--- config.mk ---
export PLATFORM = sky130hd
export DESIGN_NAME = seven_segment_scanner_flat
export DESIGN_NICKNAME = d
export VERILOG_FILES = /design/src/rtl/seven_segment_scanner_if.sv /design/src/rtl/seven_segment_scanner.sv /design/src/flat_wrapper.sv
export SDC_FILE = /design/constraint.sdc
export NUM_CORES = 1
export LEC_CHECK = 0
export ABC_CLOCK_PERIOD_IN_PS = 2100
export CORE_MARGIN = 2
export CORE_UTILIZATION = 58
export DETAILED_ROUTE_END_ITERATION = 6
export HOLD_SLACK_MARGIN = 0.05
export PLACE_DENSITY = 0.81
export SETUP_SLACK_MARGIN = 0.1
export SKIP_LAST_GASP = 1
export SYNTH_ARGS = -nofsm -noshare
export SYNTH_HDL_FRONTEND = slang
export SYNTH_SLANG_ARGS = --single-unit
--- constraint.sdc ---
create_clock -name clock -period 2.1 [get_ports clock]
set_clock_uncertainty 0.05 [all_clocks]
set_input_delay 0.42 -clock clock [delete_from_list [all_inputs] [get_ports clock]]
set_output_delay 0.42 -clock clock [all_outputs]
set_load 0.01 [all_outputs]
--- src/rtl/seven_segment_scanner_if.sv ---
// Bundle of value/strobe inputs and display pin outputs for seven_segment_scanner.
// master = datapath/bench side, slave = scanner side.
interface seven_segment_scanner_if #(
  parameter int DIGIT_COUNT = 4
);
  logic [4*DIGIT_COUNT-1:0] value;
  logic [DIGIT_COUNT-1:0]   pointEnable;
  logic [DIGIT_COUNT-1:0]   digitEnable;
  logic                     load;
  logic [7:0]               segmentEnableN;
  logic [DIGIT_COUNT-1:0]   digitSelectN;
  logic                     frameStart;

  modport master (
    output value, pointEnable, digitEnable, load,
    input  segmentEnableN, digitSelectN, frameStart
  );

  modport slave (
    input  value, pointEnable, digitEnable, load,
    output segmentEnableN, digitSelectN, frameStart
  );
endinterface

--- src/rtl/seven_segment_scanner.sv ---
// Time-multiplexed common-anode seven-segment driver with tear-free frame updates.
// Optional macro LEADING_ZERO_SUPPRESS_EN blanks leading zero digits (digit 0 always shown).
module seven_segment_scanner #(
  parameter int DIGIT_COUNT    = 4,
  parameter int REFRESH_DIVIDE = 50000,
  parameter int BLANK_CYCLES   = 16
) (
  input  logic                   clock,
  input  logic                   resetN,
  seven_segment_scanner_if.slave bus
);
  localparam int TICK_W = (REFRESH_DIVIDE > 1) ? $clog2(REFRESH_DIVIDE) : 1;
  localparam int IDX_W  = (DIGIT_COUNT > 1) ? $clog2(DIGIT_COUNT) : 1;
  localparam logic [TICK_W-1:0] TICK_LAST = TICK_W'(REFRESH_DIVIDE - 1);
  localparam logic [IDX_W-1:0]  IDX_LAST  = IDX_W'(DIGIT_COUNT - 1);

  logic [TICK_W-1:0]        tick_q, tick_d;
  logic [IDX_W-1:0]         index_q, index_d;
  logic [4*DIGIT_COUNT-1:0] pend_value_q, pend_value_d, act_value_q, act_value_d;
  logic [DIGIT_COUNT-1:0]   pend_point_q, pend_point_d, act_point_q, act_point_d;
  logic [DIGIT_COUNT-1:0]   pend_enable_q, pend_enable_d, act_enable_q, act_enable_d;
  logic [7:0]               seg_q, seg_d;
  logic [DIGIT_COUNT-1:0]   sel_q, sel_d;
  logic                     frame_q, frame_d;

  logic                     in_blank;
  logic [DIGIT_COUNT-1:0]   digit_blank;
  logic [7:0]               digit_seg [DIGIT_COUNT];

  // Active-high segment pattern, bit order {ctr, ltop, lbot, bot, rbot, rtop, top}
  function automatic logic [6:0] glyph(input logic [3:0] nibble);
    logic [6:0] g;
    case (nibble)
      4'h0: g = 7'h3F;  4'h1: g = 7'h06;  4'h2: g = 7'h5B;  4'h3: g = 7'h4F;
      4'h4: g = 7'h66;  4'h5: g = 7'h6D;  4'h6: g = 7'h7D;  4'h7: g = 7'h07;
      4'h8: g = 7'h7F;  4'h9: g = 7'h6F;  4'hA: g = 7'h77;  4'hB: g = 7'h7C;
      4'hC: g = 7'h39;  4'hD: g = 7'h5E;  4'hE: g = 7'h79;  default: g = 7'h71;
    endcase
    return g;
  endfunction

  generate
    if (BLANK_CYCLES == 0) begin : g_no_blank
      assign in_blank = 1'b0;
    end else begin : g_blank
      assign in_blank = (tick_q < TICK_W'(BLANK_CYCLES));
    end
  endgenerate

  genvar gi;
  generate
    for (gi = 0; gi < DIGIT_COUNT; gi++) begin : g_digit
      assign digit_seg[gi] = ~{act_point_q[gi], glyph(act_value_q[gi*4 +: 4])};
    end
  endgenerate

`ifdef LEADING_ZERO_SUPPRESS_EN
  // zero_above[k]: digit k and every higher digit are a bare zero
  logic [DIGIT_COUNT:1] zero_above;
  assign zero_above[DIGIT_COUNT] = 1'b1;
  generate
    for (gi = 0; gi < DIGIT_COUNT; gi++) begin : g_suppress
      if (gi == 0) begin : g_lsd
        assign digit_blank[gi] = 1'b0;
      end else begin : g_upper
        assign zero_above[gi] = (act_value_q[gi*4 +: 4] == 4'h0) && !act_point_q[gi]
                                && zero_above[gi+1];
        assign digit_blank[gi] = zero_above[gi];
      end
    end
  endgenerate
`else
  assign digit_blank = '0;
`endif

  always_comb begin
    tick_d        = tick_q;
    index_d       = index_q;
    pend_value_d  = pend_value_q;
    pend_point_d  = pend_point_q;
    pend_enable_d = pend_enable_q;
    act_value_d   = act_value_q;
    act_point_d   = act_point_q;
    act_enable_d  = act_enable_q;
    seg_d         = 8'hFF;
    sel_d         = '1;
    frame_d       = (tick_q == '0) && (index_q == '0);

    if (tick_q == TICK_LAST) begin
      tick_d  = '0;
      index_d = (index_q == IDX_LAST) ? '0 : index_q + 1'b1;
    end else begin
      tick_d = tick_q + 1'b1;
    end

    if (bus.load) begin
      pend_value_d  = bus.value;
      pend_point_d  = bus.pointEnable;
      pend_enable_d = bus.digitEnable;
    end

    // Copy on the wrap edge; taking the _d values gives same-cycle load bypass
    if ((tick_q == TICK_LAST) && (index_q == IDX_LAST)) begin
      act_value_d  = pend_value_d;
      act_point_d  = pend_point_d;
      act_enable_d = pend_enable_d;
    end

    if (!in_blank && act_enable_q[index_q]) begin
      sel_d[index_q] = 1'b0;
      seg_d          = digit_blank[index_q] ? 8'hFF : digit_seg[index_q];
    end
  end

  always_ff @(posedge clock or negedge resetN) begin
    if (!resetN) begin
      tick_q        <= '0;
      index_q       <= '0;
      pend_value_q  <= '0;
      pend_point_q  <= '0;
      pend_enable_q <= '0;
      act_value_q   <= '0;
      act_point_q   <= '0;
      act_enable_q  <= '0;
      seg_q         <= 8'hFF;
      sel_q         <= '1;
      frame_q       <= 1'b0;
    end else begin
      tick_q        <= tick_d;
      index_q       <= index_d;
      pend_value_q  <= pend_value_d;
      pend_point_q  <= pend_point_d;
      pend_enable_q <= pend_enable_d;
      act_value_q   <= act_value_d;
      act_point_q   <= act_point_d;
      act_enable_q  <= act_enable_d;
      seg_q         <= seg_d;
      sel_q         <= sel_d;
      frame_q       <= frame_d;
    end
  end

  assign bus.segmentEnableN = seg_q;
  assign bus.digitSelectN   = sel_q;
  assign bus.frameStart     = frame_q;
endmodule

--- src/flat_wrapper.sv ---
// flat-port wrapper written by rule: the top's interface ports become plain ports
module seven_segment_scanner_flat 
#(
  parameter int DIGIT_COUNT    = 4,
  parameter int REFRESH_DIVIDE = 50000,
  parameter int BLANK_CYCLES   = 16
)
  (clock, resetN, bus_value, bus_pointEnable, bus_digitEnable, bus_load, bus_segmentEnableN, bus_digitSelectN, bus_frameStart);
  seven_segment_scanner_if #(.DIGIT_COUNT(DIGIT_COUNT)) bus_i ();
  input  logic clock;
  input  logic resetN;
  input wire logic [$bits(bus_i.value)-1:0] bus_value;
  input wire logic [$bits(bus_i.pointEnable)-1:0] bus_pointEnable;
  input wire logic [$bits(bus_i.digitEnable)-1:0] bus_digitEnable;
  input wire logic [$bits(bus_i.load)-1:0] bus_load;
  output wire logic [$bits(bus_i.segmentEnableN)-1:0] bus_segmentEnableN;
  output wire logic [$bits(bus_i.digitSelectN)-1:0] bus_digitSelectN;
  output wire logic [$bits(bus_i.frameStart)-1:0] bus_frameStart;
  assign bus_i.value = bus_value;
  assign bus_i.pointEnable = bus_pointEnable;
  assign bus_i.digitEnable = bus_digitEnable;
  assign bus_i.load = bus_load;
  assign bus_segmentEnableN = bus_i.segmentEnableN;
  assign bus_digitSelectN = bus_i.digitSelectN;
  assign bus_frameStart = bus_i.frameStart;
  seven_segment_scanner #(.DIGIT_COUNT(DIGIT_COUNT), .REFRESH_DIVIDE(REFRESH_DIVIDE), .BLANK_CYCLES(BLANK_CYCLES)) u_core (.clock(clock), .resetN(resetN), .bus(bus_i));
endmodule
==> run_results.csv, run 1 <==
group,metric,value,unit
cts,h-tree-depth,3,
global_route,grt_pass1_vias,3016,
status,status,"finished clean",
timing,rsz0062_at_grt,"yes",
timing,drv_slew,0,
route,num_vias,3014,
worst_setup_path,critPathMaxFanout,8,
worst_hold_path,hold_start,"u_core.pend_value_q[1]",
timing,whs,446,ps
power,fin_total_pwr,3.30,mW
cts,numCtsBuffers,9,
cts,clock-sinks,79,
floorplanning,initial_core_util,60.3,%
worst_setup_path,cp-startpoint,"u_core.tick_q[7]",
yosys,yosys-top-cells-count,"dfrtp_1 (67), mux2_2 (36), ha_1 (30)",
yosys,syn-cell-area,4420,um2
timing,slew_headroom,66.3,%
route,wl_per_cell,16.8,um
yosys,synth_edf_count,0,
timing,setup_viol_count_final,0,
finish,nNetsFinal,480,
yosys,synthXorXnorAreaFrac,2.57,%
yosys,synth_warnings,0,
yosys,synth_top_area_cell,"dfrtp_1",
floorplanning,fp-row-count,31,
route,vias_per_cell,5.72,
yosys,synth_most_common_cell,"dfrtp_1",
yosys,synthSimpleGateAreaFrac,11.9,%
finish,final_core_util,71.9,%
job,drv_cap,0,
route,ant_nets,0,
yosys,synthAdderAreaFrac,8.49,%
timing,worst_pin_slew,499,ps
floorplanning,die_area,8340,um2
place,io_buffer_count,39,
finish,syn_to_final_growth,19.1,%
floorplanning,io_pins,40,
yosys,synth_compound_area_share,7.67,%
place,place_congestion,0.914,
cts,path_clk_slew,90,ps
worst_setup_path,crit_arrival,2120,ps
finish,n_fill_cell,519,
worst_setup_path,worstPathRequired,2290,ps
yosys,syn_nets,427,
timing,period_share,92.0,%
power,peakVddDrop,0.430,mV
global_route,grt_overflow,0,
finish,drive_gt1_share,29.0,%
yosys,synth_top_area_share,37.9,%
yosys,syn_inst,370,
floorplanning,die_y,91.3,um
global_route,grt_max_degree,42,
yosys,yosys.cell_types.count,49,
timing,fmaxAchievable,518,MHz
route,drt_first_iter_violations,178,
route,drt_wl_total,8830,um
place,hpwl,6250,um
timing,hold_viol,0,
yosys,synth_ff_type,"dfrtp_1",
yosys,yosys_register_bits,79,
cts,cts_root_buf,"clkbuf_8",
route,first_pass_iters,4,
timing,layout_setup_ws,168,ps
yosys,synth_top_family_by_area,"multiplexers",
cts,tritoncts,"built",
finish,antennaDiodeCount,0,
global_route,antenna_found_initial,0,
floorplanning,fp.coreArea,7330,um2
worst_setup_path,end_kind,"flip-flop",
worst_setup_path,path_class,"flip-flop to flip-flop",
worst_setup_path,start_kind,"flip-flop",
power,p_leak,2.31,nW
cts,clock_latency,360,ps
yosys,avgSynthCellArea,12.0,um2
global_route,grt_pass1_wl,14600,um
cts,clockBufferDepth,2,
yosys,muxShareOfSynthArea,20.0,%
worst_setup_path,worstReg2RegStart,"u_core.tick_q[7]",
worst_hold_path,worstHoldPathType,"flip-flop to flip-flop",
global_route,grt_util_all_layers,22.3,%
yosys,synthArstFlopShare,100,%
power,cellPowerDensity,627,nW/um2
route,drc_errors,0,
floorplanning,fp.dieW,91.3,um
timing,finalCriticalPeriod,1930,ps
yosys,ys_top_cells_by_area,"dfrtp_1 (38%), mux2_2 (9.2%), ha_1 (8.5%)",
yosys,synth_seq_area_share,45.0,%
timing,fin_tns_setup,0,ps
place,place_ws,126,ps
-- layer usage --
metal | share of wire (%) | up-vias | GRT usage [%]
met4 | 2.1 | 0 | 8.33
li1 | - | 1423 | -
met1 | 43 | 1489 | 28.0
met3 | 4.9 | 19 | 5.39
met2 | 50 | 83 | 37.4
met5 | 0 | - | 0
-- logic make-up after synthesis --
| logic type | after synthesis |
|---|---|
| simple gates | 96 |
| flops | 79 |
| mux | 65 |
| compound gates | 47 |
| buf+inv | 40 |
| fa+ha+maj | 30 |
| xor+xnor | 13 |
-- worst max-delay path, stage by stage, from the launching register on --
cell	delay, ps
dfrtp_2	470
nor4_4	340
nand4_2	180
or2_4	280
buf_4	190
mux2_4	300
-- stage by stage --
| stage | area (um2) | instances |
|---|---|---|
| floorplan | 4420 | 370 |
| global placement | 4990 | 507 |
| detailed placement | 4990 | 507 |
| CTS | 5230 | 525 |
| global route | 5270 | 527 |
| finish | 5270 | 527 |
-- final timing paths --
kind                                           endpoint  slack, ps  cells after the start
max reg2reg                       u_core.act_value_q[7]        170                      5
max                               u_core.act_value_q[7]        170                      5
min                              u_core.pend_value_q[1]        450                      1
min reg2reg                      u_core.pend_value_q[1]        450                      1
max in group asynchronous  u_core.bus.segmentEnableN[7]        850                      3
min in group asynchronous             u_core.tick_q[13]        510                      2
-- power breakdown --
group | internal [mW] | switching, mW
logic | 0.227 | 0.172
registers | 1.61 | 0.0534
clock network | 0.670 | 0.575
-- cell usage in the layout, fill, tap and decap left out, drive strengths merged, types with 5 or more instances in the layout --
cell type,n
a211oi,6
a221oi,5
buf,22
clkbuf,9
clkdlybuf4s50,38
dfrtp,67
dfstp,12
ha,30
inv,20
mux2,56
mux4,7
nand2,17
nand3,6
nand4,7
nor2,25
nor2b,15
nor3,6
nor4,5
o21ai,7
xnor2,6
xor2,7
-- sequential cells by signal (all words and copies together) (netlist names) --
register,count
u_core.act_point_q,4
u_core.act_value_q,16
u_core.index_q,2
u_core.pend_enable_q,4
u_core.bus.segmentEnableN,8
u_core.pend_point_q,4
u_core.pend_value_q,16
u_core.act_enable_q,4
u_core.tick_q,16
u_core.bus.digitSelectN,4
u_core.bus.frameStart,1
-- area by class of cell --
class	instances	area (um2)	area share [%]
clock buffer	9	124	2.35
clock inverter	7	97.6	1.85
inverter	21	82.6	1.57
multi-input combinational	251	2250	42.8
sequential	79	1990	37.8
tap	99	124	2.35
timing repair buffer	61	593	11.3
-- what timing repair did --
action,CTS,global route
setup endpoints to repair,1,26
setup buffers,1,2
hold buffers,1,0
resized for setup,0,8
hold endpoints to repair,27,0
Note: power is estimated with default switching activity, not from simulation.
==> run 2, diff against run 1 <==
Settings changed: CORE_MARGIN 2 to 1.5.
==> run 2 against run 1 <==
  * Sequential share of layout area hardly changed
  * Final cell count is 0.19% lower
  * Clock power hardly changed
  * Critical path type unchanged
  * Critical endpoint unchanged
  * Highest routed layer unchanged
==> run_results.csv, run 2 (same netlist as run 1, synthesis figures left out) <==
group,metric,value,unit
finish,antennaDiodeCount,0,
finish,final_cell_mix,"dfrtp_1 (65), clkdlybuf4s50_1 (38), mux2_2 (36)",
timing,whs,443,ps
finish,fin_area,5270,um2
timing,drv_slew,0,
global_route,grt_pass1_wl,14900,um
timing,fmaxAchievable,513,MHz
worst_setup_path,r2r-end,"u_core.act_value_q[7]",
global_route,grt_max_degree,39,
cts,cts_root_buf,"clkbuf_8",
power,pwr-share-clk,38.5,%
route,vias_per_cell,5.76,
cts,numCtsBuffers,9,
worst_setup_path,worstPathRequired,2290,ps
place,place_congestion,0.875,
power,cellPowerDensity,633,nW/um2
route,drt_wl_total,8740,um
finish,n_fill_cell,501,
finish,final_core_util,71.8,%
job,drv_cap,0,
power,p_leak,2.31,nW
global_route,grt_overflow,0,
place,placed_area,4990,um2
power,p_int,2.54,mW
cts,h-tree-depth,3,
finish,mostFrequentLayoutCell,"dfrtp_1",
floorplanning,fp-row-count,31,
floorplanning,initial_core_util,60.3,%
cts,clock-sinks,79,
global_route,grt_util_all_layers,23.0,%
worst_setup_path,end_kind,"flip-flop",
timing,worst_pin_slew,531,ps
place,hpwl,5970,um
floorplanning,die_area,8160,um2
worst_setup_path,path_class,"flip-flop to flip-flop",
cts,clockBufferDepth,2,
floorplanning,fp.dieW,90.3,um
cts,tritoncts,"built",
finish,drive_gt1_share,29.0,%
worst_setup_path,worstReg2RegStart,"u_core.tick_q[10]",
worst_setup_path,reg2reg_slack,150,ps
timing,rsz0062_at_grt,"yes",
timing,slew_headroom,63.7,%
cts,clock_latency,360,ps
floorplanning,die_y,90.3,um
worst_setup_path,r2r_cells,5,
power,peakVddDrop,0.426,mV
place,io_buffer_count,39,
finish,nNetsFinal,479,
route,drt_first_iter_violations,179,
power,seq_power_share,49.7,%
worst_setup_path,critPathMaxFanout,9,
power,p_comb_share,11.8,%
worst_setup_path,crit_arrival,2140,ps
finish,syn_to_final_growth,19.1,%
timing,setup_viol_count_final,0,
global_route,grt_pass1_vias,3079,
power,switching_share,23.9,%
worst_hold_path,worstHoldPathType,"input port to asynchronous set/reset pin",
worst_setup_path,start_kind,"flip-flop",
route,first_pass_iters,4,
route,num_vias,3029,
cts,path_clk_slew,80,ps
status,status,"finished clean",
timing,hold_viol,0,
timing,period_share,92.8,%
power,switchingPower,796,uW
route,drc_errors,0,
timing,finalCriticalPeriod,1950,ps
floorplanning,io_pins,40,
floorplanning,fp.coreArea,7330,um2
timing,fin_tns_setup,0,ps
finish,reg_top3,"u_core.act_value_q: 16 flops, u_core.pend_value_q: 16 flops, u_core.tick_q: 16 flops",
route,wl_per_cell,16.6,um
global_route,antenna_found_initial,0,
route,ant_nets,0,
==> run 2: cell types whose count changed in the layout (fill, tap and decap cells not counted), sizes merged <==
cell,change
clkinv,-2
buf,-1
clkbuf,+1
inv,+1
==> run 2: final cells by class <==
type | count | area, um2 | share of cell area, %
timing repair buffer | 60 | 577 | 11.0
sequential | 79 | 1990 | 37.9
clock inverter | 6 | 92.6 | 1.76
multi-input combinational | 251 | 2260 | 42.9
tap | 99 | 124 | 2.35
clock buffer | 10 | 138 | 2.61
inverter | 21 | 82.6 | 1.57
==> run 2: worst max-delay path by stage <==
stage,from,endpoint,slack [ps],cells past startpoint
final,u_core.tick_q[10],u_core.act_value_q[7],150,5
after global routing,u_core.tick_q[10],u_core.act_value_q[6],100,5
after CTS,u_core.tick_q[1],u_core.act_value_q[7],110,6
after detailed placement,bus_load,u_core.act_value_q[13],120,4
after global placement,bus_load,u_core.act_value_q[15],170,4
after floorplan,u_core.tick_q[0],u_core.act_enable_q[0],240,7
==> run 2: power by group through the flow <==
stage               Combinational (mW)  Sequential [mW]  Clock, mW
global placement                 0.379             1.68          0
CTS                              0.397             1.66       1.31
global route                     0.433             1.67       1.38
finish                           0.393             1.66       1.28
detailed placement               0.391             1.69          0
floorplan                        0.238             1.67          0
==> run 2: stage by stage <==
stage | total power, mW | setup WS [ps] | instances
CTS | 3.36 | 107 | 525
global placement | 2.06 | 168 | 508
detailed placement | 2.08 | 116 | 508
global route | 3.49 | 100 | 526
floorplan | 1.91 | 240 | 370
finish | 3.34 | 151 | 526
==> run 2: critical path: stages, from the launching register on <==
cell and delay (ps):
dfrtp_1 440, nor4_4 360, nand4_2 180, or2_1 290, buf_4 210, mux2_4 310
==> run 2: what timing repair did <==
item                                   4_1_cts  5_1_grt
buffers inserted                             0        1
endpoints found under the hold margin       19        0
gates cloned                                 0        0
gates resized for setup                      2        6
pin swaps                                    0        2
hold buffers                                 1        0
setup endpoints to repair                   16       25
==> run 2: routing by layer <==
layer	wire (um)	share of wire, %	GRT usage (%)
met5	0	0	0
met2	4410	50	38.2
met4	144	1.6	9.39
met1	3910	45	30.6
met3	279	3.2	3.03
==> run 3, diff against run 2 <==
Settings changed: CELL_PAD_IN_SITES_DETAIL_PLACEMENT set to 0, CELL_PAD_IN_SITES_GLOBAL_PLACEMENT set to 2, CORE_UTILIZATION 58 to 39, GPL_TIMING_DRIVEN set to 0, PLACE_DENSITY 0.81 to 0.8.
==> run 3 against run 2 <==
  * Critical path depth is 1 higher
  * Largest cell class unchanged
  * Highest routed layer unchanged
  * Sequential share of layout area is 1.2 points lower
  * Sequential power hardly changed
  * Hold slack better by 2.5 ps
  * First-iteration DRC count is 8.9% lower
==> run_results.csv, run 3 (same netlist as run 1, synthesis figures left out) <==
group,metric,value,unit
timing,setup_viol_count_final,0,
floorplanning,die_y,109,um
route,wl_per_cell,16.2,um
finish,instances_no_fill,579,
cts,clock_latency,350,ps
route,drc_errors,0,
cts,tritoncts,"built",
power,peakVddDrop,0.464,mV
place,io_buffer_count,38,
route,num_vias,3003,
worst_setup_path,path_class,"flip-flop to flip-flop",
global_route,grt_max_degree,43,
finish,final_core_util,49.9,%
finish,reg_top3,"u_core.act_value_q: 16 flops, u_core.pend_value_q: 16 flops, u_core.tick_q: 16 flops",
timing,rsz0062_at_grt,"yes",
worst_setup_path,r2r_cells,6,
cts,h-tree-depth,3,
cts,clockBufferDepth,2,
cts,cts_root_buf,"clkbuf_16",
status,status,"finished clean",
global_route,grt_pass1_vias,2917,
power,cellPowerDensity,648,nW/um2
finish,syn_to_final_growth,23.4,%
finish,antennaDiodeCount,0,
timing,fmaxAchievable,514,MHz
timing,finalCriticalPeriod,1950,ps
place,dp_cells,549,
finish,final_cell_mix,"dfrtp_1 (60), clkdlybuf4s50_1 (37), mux2_2 (36)",
floorplanning,fp-row-count,38,
finish,nNetsFinal,491,
route,ant_nets,0,
timing,drv_slew,0,
finish,n_fill_cell,1019,
route,first_pass_iters,4,
global_route,grt_pass1_wl,15100,um
worst_setup_path,crit_arrival,2150,ps
timing,slew_headroom,57.7,%
place,placed_area,5000,um2
route,drt_wl_total,9380,um
cts,path_clk_slew,50,ps
floorplanning,fp.dieW,109,um
place,hpwl,6560,um
worst_setup_path,reg2reg_slack,150,ps
route,drt_first_iter_violations,163,
floorplanning,die_area,12000,um2
timing,whs,445,ps
worst_setup_path,worstPathRequired,2310,ps
worst_setup_path,critPathMaxFanout,6,
worst_hold_path,worstHoldPathType,"flip-flop to flip-flop",
floorplanning,fp.coreArea,10900,um2
job,drv_cap,0,
finish,drive_gt1_share,29.8,%
route,vias_per_cell,5.19,
power,fin_total_pwr,3.53,mW
timing,worst_pin_slew,633,ps
finish,mostFrequentLayoutCell,"dfrtp_1",
timing,period_share,92.7,%
timing,hold_viol,0,
finish,fin_area,5460,um2
cts,clock-sinks,79,
worst_setup_path,end_kind,"flip-flop",
power,p_leak,2.37,nW
global_route,antenna_found_initial,0,
worst_setup_path,start_kind,"flip-flop",
worst_hold_path,min_path_cells,1,
floorplanning,io_pins,40,
cts,numCtsBuffers,9,
place,place_congestion,0.793,
floorplanning,initial_core_util,40.4,%
global_route,grt_overflow,0,
global_route,grt_util_all_layers,17.1,%
run 3: changes by cell type in the layout (fill, tap and decap cells not counted), moves of 2 or more:
cell        before  now
dfrtp_1         65   60
clkinv_2         0    2
clkbuf_16        0    9
bufinv_16        2    0
clkbuf_8        10    3
clkbuf_2         0    3
dfrtp_2          2    7
clkinvlp_4       3    0
buf_4           18   14
clkbuf_1         0   12
run 3: per-layer routing:
metal	vias to the layer above	part of all wire [%]	global-route usage (%)
met5	-	0	0
met4	0	2.2	8.26
met3	12	3.3	3.73
met2	43	46	26.2
met1	1492	48	22.8
li1	1456	-	-
run 3: final timing paths:
check | start | to
min in group asynchronous | resetN | u_core.tick_q[7]
setup / recovery | u_core.act_value_q[0] | u_core.bus.segmentEnableN[1]
hold / removal | u_core.pend_value_q[0] | u_core.pend_value_q[0]
max in group asynchronous | resetN | u_core.bus.segmentEnableN[5]
hold reg to reg | u_core.pend_value_q[0] | u_core.pend_value_q[0]
setup reg to reg | u_core.act_value_q[0] | u_core.bus.segmentEnableN[1]
run 3: what timing repair did:
| item | in CTS | in global routing |
|---|---|---|
| resized for setup | 7 | 16 |
| pin swaps | 3 | 4 |
| setup endpoints to repair | 23 | 29 |
| gates cloned | 1 | 0 |
| buffers inserted | 7 | 5 |
| hold buffers | 1 | 0 |
| endpoints found under the hold margin | 36 | 0 |
run 3: critical path: stages, from the launching register on:
cell and delay, ps:
dfrtp_1 430, inv_1 120, ha_1 320, nor2b_1 130
o21ai_0 240, a221oi_1 110, or3b_2 470
run 3: power by group:
part | internal, mW | leakage [nW] | switching (mW)
clock | 0.897 | 0.143 | 0.589
combinational | 0.218 | 1.27 | 0.179
sequential | 1.61 | 0.957 | 0.0414
run 3: final cells by class:
class | count | area, um2 | share of cell area, %
multi-input combinational | 251 | 2260 | 41.4
sequential | 79 | 2000 | 36.7
timing repair buffer | 53 | 526 | 9.63
clock buffer | 14 | 274 | 5.02
tap | 140 | 175 | 3.21
buffer | 19 | 128 | 2.34
inverter | 21 | 80.1 | 1.47
clock inverter | 2 | 13.8 | 0.252
run 3: metrics by stage:
stage | worst slack (ps) | TNS, ps
2_1_floorplan | 240 | 0
3_3_place_gp | -2180 | -160950
3_5_place_dp | -72.6 | -1010
4_1_cts | 84.0 | 0
5_1_grt | 85.1 | 0
6_report | 154 | 0
